===== src/rtl/lzss_stream_decoder.sv =====
// Streaming LZSS decoder: literal/match tokens in, one symbol per cycle out.
// History is a circular window addressed by read/write pointers.
//
// Ports:
//   clk, rst_                  clock, async active-low reset
//   in_valid/in_ready          token handshake
//   in_literal, in_data        literal flag and literal symbol
//   in_offset, in_length       match distance (1 = last symbol) and count
//   out_valid/out_ready        symbol handshake
//   out_data                   decoded symbol
//   busy                       high while copying a match
//   err                        sticky bad-offset flag (LZSS_OFFSET_CHECK_EN only)
//
// Optional macro: LZSS_OFFSET_CHECK_EN adds err and a history counter so
// matches reaching before the decoded history are dropped and flagged.
module lzss_stream_decoder #(
    parameter int SYMBOL_LENGTH = 8,
    parameter int WINDOW_DEPTH  = 256,
    parameter int OFFSET_WIDTH  = 16,
    parameter int LENGTH_WIDTH  = 8
) (
    input  logic                     clk,
    input  logic                     rst_,
    input  logic                     in_valid,
    output logic                     in_ready,
    input  logic                     in_literal,
    input  logic [SYMBOL_LENGTH-1:0] in_data,
    input  logic [OFFSET_WIDTH-1:0]  in_offset,
    input  logic [LENGTH_WIDTH-1:0]  in_length,
    output logic                     out_valid,
    input  logic                     out_ready,
    output logic [SYMBOL_LENGTH-1:0] out_data,
    output logic                     busy
`ifdef LZSS_OFFSET_CHECK_EN
    ,
    output logic                     err
`endif
);

    localparam int AW = $clog2(WINDOW_DEPTH);

    typedef enum logic {IDLE, COPY} state_t;

    state_t                   state;
    logic [SYMBOL_LENGTH-1:0] window [WINDOW_DEPTH];
    logic [AW-1:0]            wr_ptr;
    logic [AW-1:0]            rd_ptr;
    logic [LENGTH_WIDTH-1:0]  remaining;
    logic                     run;

    logic                     out_empty_or_taken;
    logic                     accept;
    logic                     lit_go;
    logic                     copy_go;
    logic                     we;
    logic                     bad_off;
    logic [SYMBOL_LENGTH-1:0] sym;
    logic [SYMBOL_LENGTH-1:0] wdata;

    // run holds in_ready low through reset and rises one edge after release.
    assign out_empty_or_taken = !out_valid || out_ready;
    assign in_ready = run && (state == IDLE) && out_empty_or_taken;
    assign accept   = in_valid && in_ready;
    assign lit_go   = accept && in_literal;
    assign copy_go  = (state == COPY) && out_empty_or_taken;
    assign sym      = window[rd_ptr];
    assign we       = lit_go || copy_go;
    assign wdata    = lit_go ? in_data : sym;

`ifdef LZSS_OFFSET_CHECK_EN
    logic [AW:0] hist;

    assign bad_off = (in_offset == '0)
                  || (in_offset > OFFSET_WIDTH'(WINDOW_DEPTH))
                  || (in_offset > OFFSET_WIDTH'(hist));

    // Symbols decoded since reset, saturating at the window depth.
    always_ff @(posedge clk or negedge rst_) begin
        if (!rst_) begin
            hist <= '0;
        end else if (we && (hist != (AW+1)'(WINDOW_DEPTH))) begin
            hist <= hist + 1'b1;
        end
    end
`else
    logic unused_offset_bits;

    // Offset is taken modulo the window, so 0 aliases WINDOW_DEPTH.
    assign bad_off = 1'b0;
    assign unused_offset_bits = ^in_offset[OFFSET_WIDTH-1:AW];
`endif

    always_ff @(posedge clk or negedge rst_) begin
        if (!rst_) begin
            for (int i = 0; i < WINDOW_DEPTH; i++) begin
                window[i] <= '0;
            end
        end else if (we) begin
            window[wr_ptr] <= wdata;
        end
    end

    always_ff @(posedge clk or negedge rst_) begin
        if (!rst_) begin
            state     <= IDLE;
            run       <= 1'b0;
            wr_ptr    <= '0;
            rd_ptr    <= '0;
            remaining <= '0;
            out_valid <= 1'b0;
            out_data  <= '0;
            busy      <= 1'b0;
`ifdef LZSS_OFFSET_CHECK_EN
            err       <= 1'b0;
`endif
        end else begin
            run <= 1'b1;
            unique case (state)
                IDLE: begin
                    if (lit_go) begin
                        out_valid <= 1'b1;
                        out_data  <= in_data;
                        wr_ptr    <= wr_ptr + 1'b1;
                    end else if (accept) begin
                        out_valid <= 1'b0;
                        if (bad_off) begin
`ifdef LZSS_OFFSET_CHECK_EN
                            err <= 1'b1;
`endif
                        end else if (in_length != '0) begin
                            rd_ptr    <= wr_ptr - in_offset[AW-1:0];
                            remaining <= in_length;
                            state     <= COPY;
                            busy      <= 1'b1;
                        end
                    end else if (out_empty_or_taken) begin
                        out_valid <= 1'b0;
                    end
                end
                COPY: begin
                    // A stalled sink freezes pointers, window and count.
                    if (copy_go) begin
                        out_valid <= 1'b1;
                        out_data  <= sym;
                        rd_ptr    <= rd_ptr + 1'b1;
                        wr_ptr    <= wr_ptr + 1'b1;
                        remaining <= remaining - 1'b1;
                        if (remaining == LENGTH_WIDTH'(1)) begin
                            state <= IDLE;
                            busy  <= 1'b0;
                        end
                    end
                end
                default: state <= IDLE;
            endcase
        end
    end

endmodule


===== config.mk =====
export PLATFORM = sky130hd
export DESIGN_NAME = lzss_stream_decoder
export DESIGN_NICKNAME = d
export VERILOG_FILES = /design/src/rtl/lzss_stream_decoder.sv
export SDC_FILE = /design/constraint.sdc
export NUM_CORES = 2
export LEC_CHECK = 0
export BUFFER_PORTS_ARGS = -buffer_cell sky130_fd_sc_hd__buf_4
export CORE_MARGIN = 8
export CORE_UTILIZATION = 25
export DETAILED_ROUTE_END_ITERATION = 8
export PLACE_DENSITY = 0.43
export SLEW_MARGIN = 5
export SYNTH_ARGS = -nofsm -noshare
export SYNTH_HDL_FRONTEND = slang
export SYNTH_SLANG_ARGS = --single-unit

===== constraint.sdc =====
create_clock -name clk -period 4.04 [get_ports clk]
set_input_delay 0.202 -clock clk [delete_from_list [all_inputs] [get_ports clk]]
set_output_delay 0.202 -clock clk [all_outputs]
set_load 0.05 [all_outputs]

After elaboration in Yosys (flattened, before gate mapping) --
Cells that the tools add are included.
Cells by class: add/subtract/negate cells 4, $mul 0, div/mod/pow operators 0, magnitude comparators 3, equality and inequality tests 8, shift operators 0, multiplexer cells 40, bitwise logic cells 3, reduce and logical (&&, ||, !) cells 14
Operators with widths (count):
- bitwise mux 2048 bit | 1
- 2-to-1 mux 8 bit | 16
- binary-select mux 8 bit (select 8 bit) | 1
- demux 8 bit (select 8 bit) | 1
- case mux 8 bit (2 select lines) | 4
- >= comparator 9 bit (second input constant) | 2
- NOT 8 -> 9 bit | 2
- adder 8 x 1 -> 8 bit (second input constant) | 2
- 2-to-1 mux 1 bit | 14
- less-than comparator 9 x 1 -> 1 bit (second input constant) | 1
- == test 8 x 1 -> 1 bit (second input constant) | 1
- nonzero test 8 bit | 1
- subtractor 8 x 1 -> 8 bit (second input constant) | 1
- subtractor 8 bit | 1
- logical AND 1 bit | 6
- != test 2 x 1 -> 1 bit (second input constant) | 3
- != test 2 bit (second input constant) | 3
- case mux 1 bit (2 select lines) | 3
- AND reduction 5 bit | 1
- != test 4 bit (second input constant) | 1
- AND reduction 2 bit | 2
- AND reduction 4 bit | 1
- logical OR 1 bit | 2
- logical NOT 1 bit | 1
- NOT 1 bit | 1
Word-level totals: register bits after elaboration 2084, bits in latches 0, RAM bits 0, ROM bits 0, bits of input ports 37, word-level logic and storage cells 336, memories 0

Longest topological paths before layout --
word-level depth 7, depth in mapped cells 18

Worst setup path after synthesis --
No wires, ideal clock.
path kind flip-flop to flip-flop, start point register rd_ptr[1], end point register window[1007] (netlist bit), setup time 0.123 ns, arrival 3.284 ns, required time 3.917 ns, setup slack 0.633 ns, stages on the path, launching flop included 16, path buffers 8, clock period less this slack 3.407 ns, cells stage by stage dfrtp_1 > buf_2 > buf_2 > buf_4 > buf_2 > buf_2 > clkbuf_1 > mux4_1 > mux2i_1 > o22ai_1 > nor4_2 > a21oi_2 > a221oi_4 > buf_12 > buf_12 > o21ai_2
Between the ends: word-level cells in the longest chain between the ends 6
Ends and longest elaborated chain:
- start: declaration | RTL line 47 | logic [AW-1:0] rd_ptr;
- start signal: assignment | RTL line 131 | rd_ptr <= wr_ptr - in_offset[AW-1:0];
- start signal: assignment | RTL line 145 | rd_ptr <= rd_ptr + 1'b1;
- NOT 8 -> 9 bit (implied by the code) | RTL line 66 | assign sym = window[rd_ptr];
- binary-select mux 8 bit (select 8 bit) | RTL line 66
- 2-to-1 mux 8 bit (implied by the code) (2 in a row) | RTL line 66
- 2-to-1 mux 8 bit | RTL line 68 | assign wdata = lit_go ? in_data : sym;
- bitwise mux 2048 bit | RTL line 99 | window[wr_ptr] <= wdata;
- end signal: indexed assignment | RTL line 99
- end: declaration | RTL line 45 | logic [SYMBOL_LENGTH-1:0] window [WINDOW_DEPTH];
Every way passes these cells. The select of a mux whose other input is x is not followed. A chain may end at the register's enable or synchronous reset.

Worst setup path in the final report --
start point register rd_ptr[0], end point register window[957] (netlist bit)
The elaborated chain is that of the path after synthesis.

==> metrics.txt <==
pre-CTS setup slack -855 ps; RSZ-0062 raised after global routing yes; Max Cap Violations 0; Final setup viols 519; Yosys cell types 82; Top FF cell, synth dfrtp_1; status finished, violations left; Site Rows 224; Avg Inst Size Synth between 10 and 15 um2; CTS clk-pin slew, worst paths about 60 ps; final core occ 31.8%; Post-synth EDFFs 0; Worst Hold Class input pin to flip-flop; Total Wirelength 364 mm; Die Ht 626 um; Critical Path RT 4790 ps; Syn Std Cell Area 93,100 um2; Total Routing Usage GR 17.2%; clock sink count between 2,000 and 2,500; drt first pass iters 6; CTS buffer count 235; CTS tree done; crit-path cells buf_12, buf_12, buf_12, buf_12, mux4_2, mux2_4, nand2_4, o211ai_1, or4_4, o41a_1, a221oi_4, buf_4, buf_12, buf_4, buf_12, o21ai_0; max_slew headroom 26.8%; Critical Path Sink Type flip-flop; fillcell total 37,500; layout cells sized above 1 24.8%; Synth top area share a little under three fifths; Worst-Margin Slew 1090 ps; fmax 241 MHz; Pwr Total 88.6 mW; Ys Warns 0; I/O pin count 48; biggest area consumer among synthesized cells dfrtp_1; DP Wirelength 229 mm; Final Net Count ~9,100; first-pass GRT wire length 503 mm; Pleak 50.6 nW; Crit path largest cell delay between 600 and 700 ps; Starting Density 25.1%; cell mode on critical path buf_12; CP Data Arrival Time 4900 ps; post-route ant nets 0; vias in the first global route between 60,000 and 70,000; Final Hold Viols 0; Cells after Synth between 8,000 and 9,000; P per Cell Area about 750 nW/um2; failing checks setup timing; Vias 70,400; Core ar. 371,000 um2; Area contributors post-synth dfrtp_1, o21ai_0, nand2_1; final hold slack 68.3 ps; DIE WIDTH 626 um; CP max stage cell or4_4; period utilisation layout 103%; min cycle time layout roughly 4200 ps; worst-case clock skew 88.8 ps; critical path peak fanout 11; sequential cell area fraction in the yosys report 56.0%; synthesis-stage register bit count 2,084; First DRT Iteration DRCs around 5,800; htree depth 4; FFs w/ async S/R, synth 100%; Via-to-Cell Ratio 4.94; Startpoint Class flip-flop; DRC 0; die area 392,000 um2; setup ws final -114 ps; Setup TNS Final -20,060 ps; VDD IR max 0.000615 V; CP Class flip-flop to flip-flop; Syn Nets 8,735; IO Port Bufs 39; largest net degree at the start of global routing 172; Clock Latency Late Sink about 950 ps; Clock Root Buffer clkbuf_16; global route overflow 0; Final GP Congestion between 0.8 and 0.9; DR WL/cell about 26 um; Slew Viols, Final 0; Layout area overhead 26.9%; antenna violations before repair 19; Max clock buf depth 4
## power by group
| part | internal [mW] | switching (mW) |
|---|---|---|
| combinational | 18.1 | 24.9 |
| clock | 13.3 | 9.30 |
| sequential | 22.0 | 0.864 |
| total | 53.5 | 35.1 |
## worst paths after layout
kind / start / slack (ps) / cells after the start / to
max: rd_ptr[0]$_DFFE_PN0P_ / -110 / 16 / window[957]$_DFFE_PN0P_
min: out_ready / 70 / 5 / out_data[2]$_DFFE_PN0P_
max reg2reg: rd_ptr[0]$_DFFE_PN0P_ / -110 / 16 / window[957]$_DFFE_PN0P_
min reg2reg: window[1255]$_DFFE_PN0P_ / 470 / 2 / window[1255]$_DFFE_PN0P_
max in group asynchronous: rst_ / 1690 / 4 / window[202]$_DFFE_PN0P_
min in group asynchronous: rst_ / 510 / 3 / window[1148]$_DFFE_PN0P_
## final cells by class
cell class / instances / area [um2] / share of cell area, %
diodes: 12 / 30.0 / 0.0254
clock buffers: 335 / 6850 / 5.80
clock inverters: 93 / 1270 / 1.08
inverters: 22 / 95.1 / 0.0805
multi-input cells: 5824 / 39000 / 33.0
flip-flops and latches: 2084 / 52200 / 44.2
well taps: 4972 / 6220 / 5.27
repair buffers: 923 / 12500 / 10.5
## cells by family after synthesis
group	share of synthesized area, %
AO/OA/AOI/OAI	15.3
XOR/XNOR	0.103
adder cells (fa/ha/maj)	0.210
buffers and inverters	4.17
flip-flops	56.0
multiplexers	13.4
other	0.00403
AND/OR/NAND/NOR	10.8
## routing by layer
layer | vias up | track usage, % | share of wire (%)
li1 | 31400 | - | -
met2 | 2041 | 27.7 | 46
met5 | - | 0 | 0.010
met1 | 36400 | 23.9 | 45
met4 | 6 | 5.61 | 3.7
met3 | 573 | 2.35 | 5.2
## registers in the layout, indices dropped and copies added, names as in the netlist
signal / flops
out_data: 8
out_valid: 1
run: 1
remaining: 8
state: 1
wr_ptr: 8
window: 2048
rd_ptr: 8
busy: 1
## synth_stat cells (all sizes together) (5+ instances only)
master and n:
nor2 37, buf 169, nand4 15, a211o 5, o211ai 5, o221ai 32, mux2 20, mux2i 306
dfrtp 2084, a221oi 56, inv 19, ha 14, nor3b 9, clkbuf 584, a211oi 15, a22o 9
nor2b 13, a21oi 83, nor3 14, nor4 9, nand3 53, a22oi 63, nand2 2368, xnor2 7
nand2b 13, o21ai 2125, a31oi 21, a2111oi 6, mux4 406, o22ai 33, and3 19
## metrics by stage
| stage | cells | area (um2) |
|---|---|---|
| 6_report | 14300 | 118000 |
| 3_3_place_gp | 13500 | 103000 |
| 5_1_grt | 14300 | 118000 |
| 2_1_floorplan | 8683 | 93100 |
| 3_5_place_dp | 13500 | 103000 |
| 4_1_cts | 14100 | 114000 |
## layout by cell type (no fill, tap or decap), types with 12 or more instances in the layout
cell and count:
mux2i_1 276, buf_6 35, o22ai_1 29, o21ai_1 108
dlygate4sd3_1 36, buf_8 25, clkbuf_8 57, a22oi_1 58
nand2b_1 13, clkinv_2 47, bufinv_16 24, clkbuf_1 42
o21ai_2 431, buf_12 184, a21oi_1 64, nor2_1 33
a221oi_1 37, a31oi_1 17, diode_2 12, clkbuf_16 315
buf_4 494, nand3_1 51, dfrtp_1 2077, buf_16 64
o21ai_0 1578, a221oi_2 13, nand4_1 15, mux2_2 16
inv_1 17, mux2i_2 22, ha_1 14, and3_1 19
nand2_1 2365, mux4_2 395, o221ai_1 22
## critical path: cells and delay by family (launching register included)
| family | cells | cell delay [ps] |
|---|---|---|
| buffers and inverters | 8 | 1180 |
| multiplexers | 2 | 740 |
| flip-flops | 1 | 530 |
| AND/OR/NAND/NOR | 2 | 690 |
| AO/OA/AOI/OAI | 4 | 760 |
## what timing repair did
item | 4_1_cts | 5_1_grt
resized for setup | 271 | 623
pin swaps | 34 | 207
setup endpoints to repair | 2042 | 1789
hold endpoints to repair | 973 | 0
hold buffers | 36 | 0
cloned | 28 | 88
setup buffers | 88 | 67
Note: power is estimated with default switching activity, not from simulation.
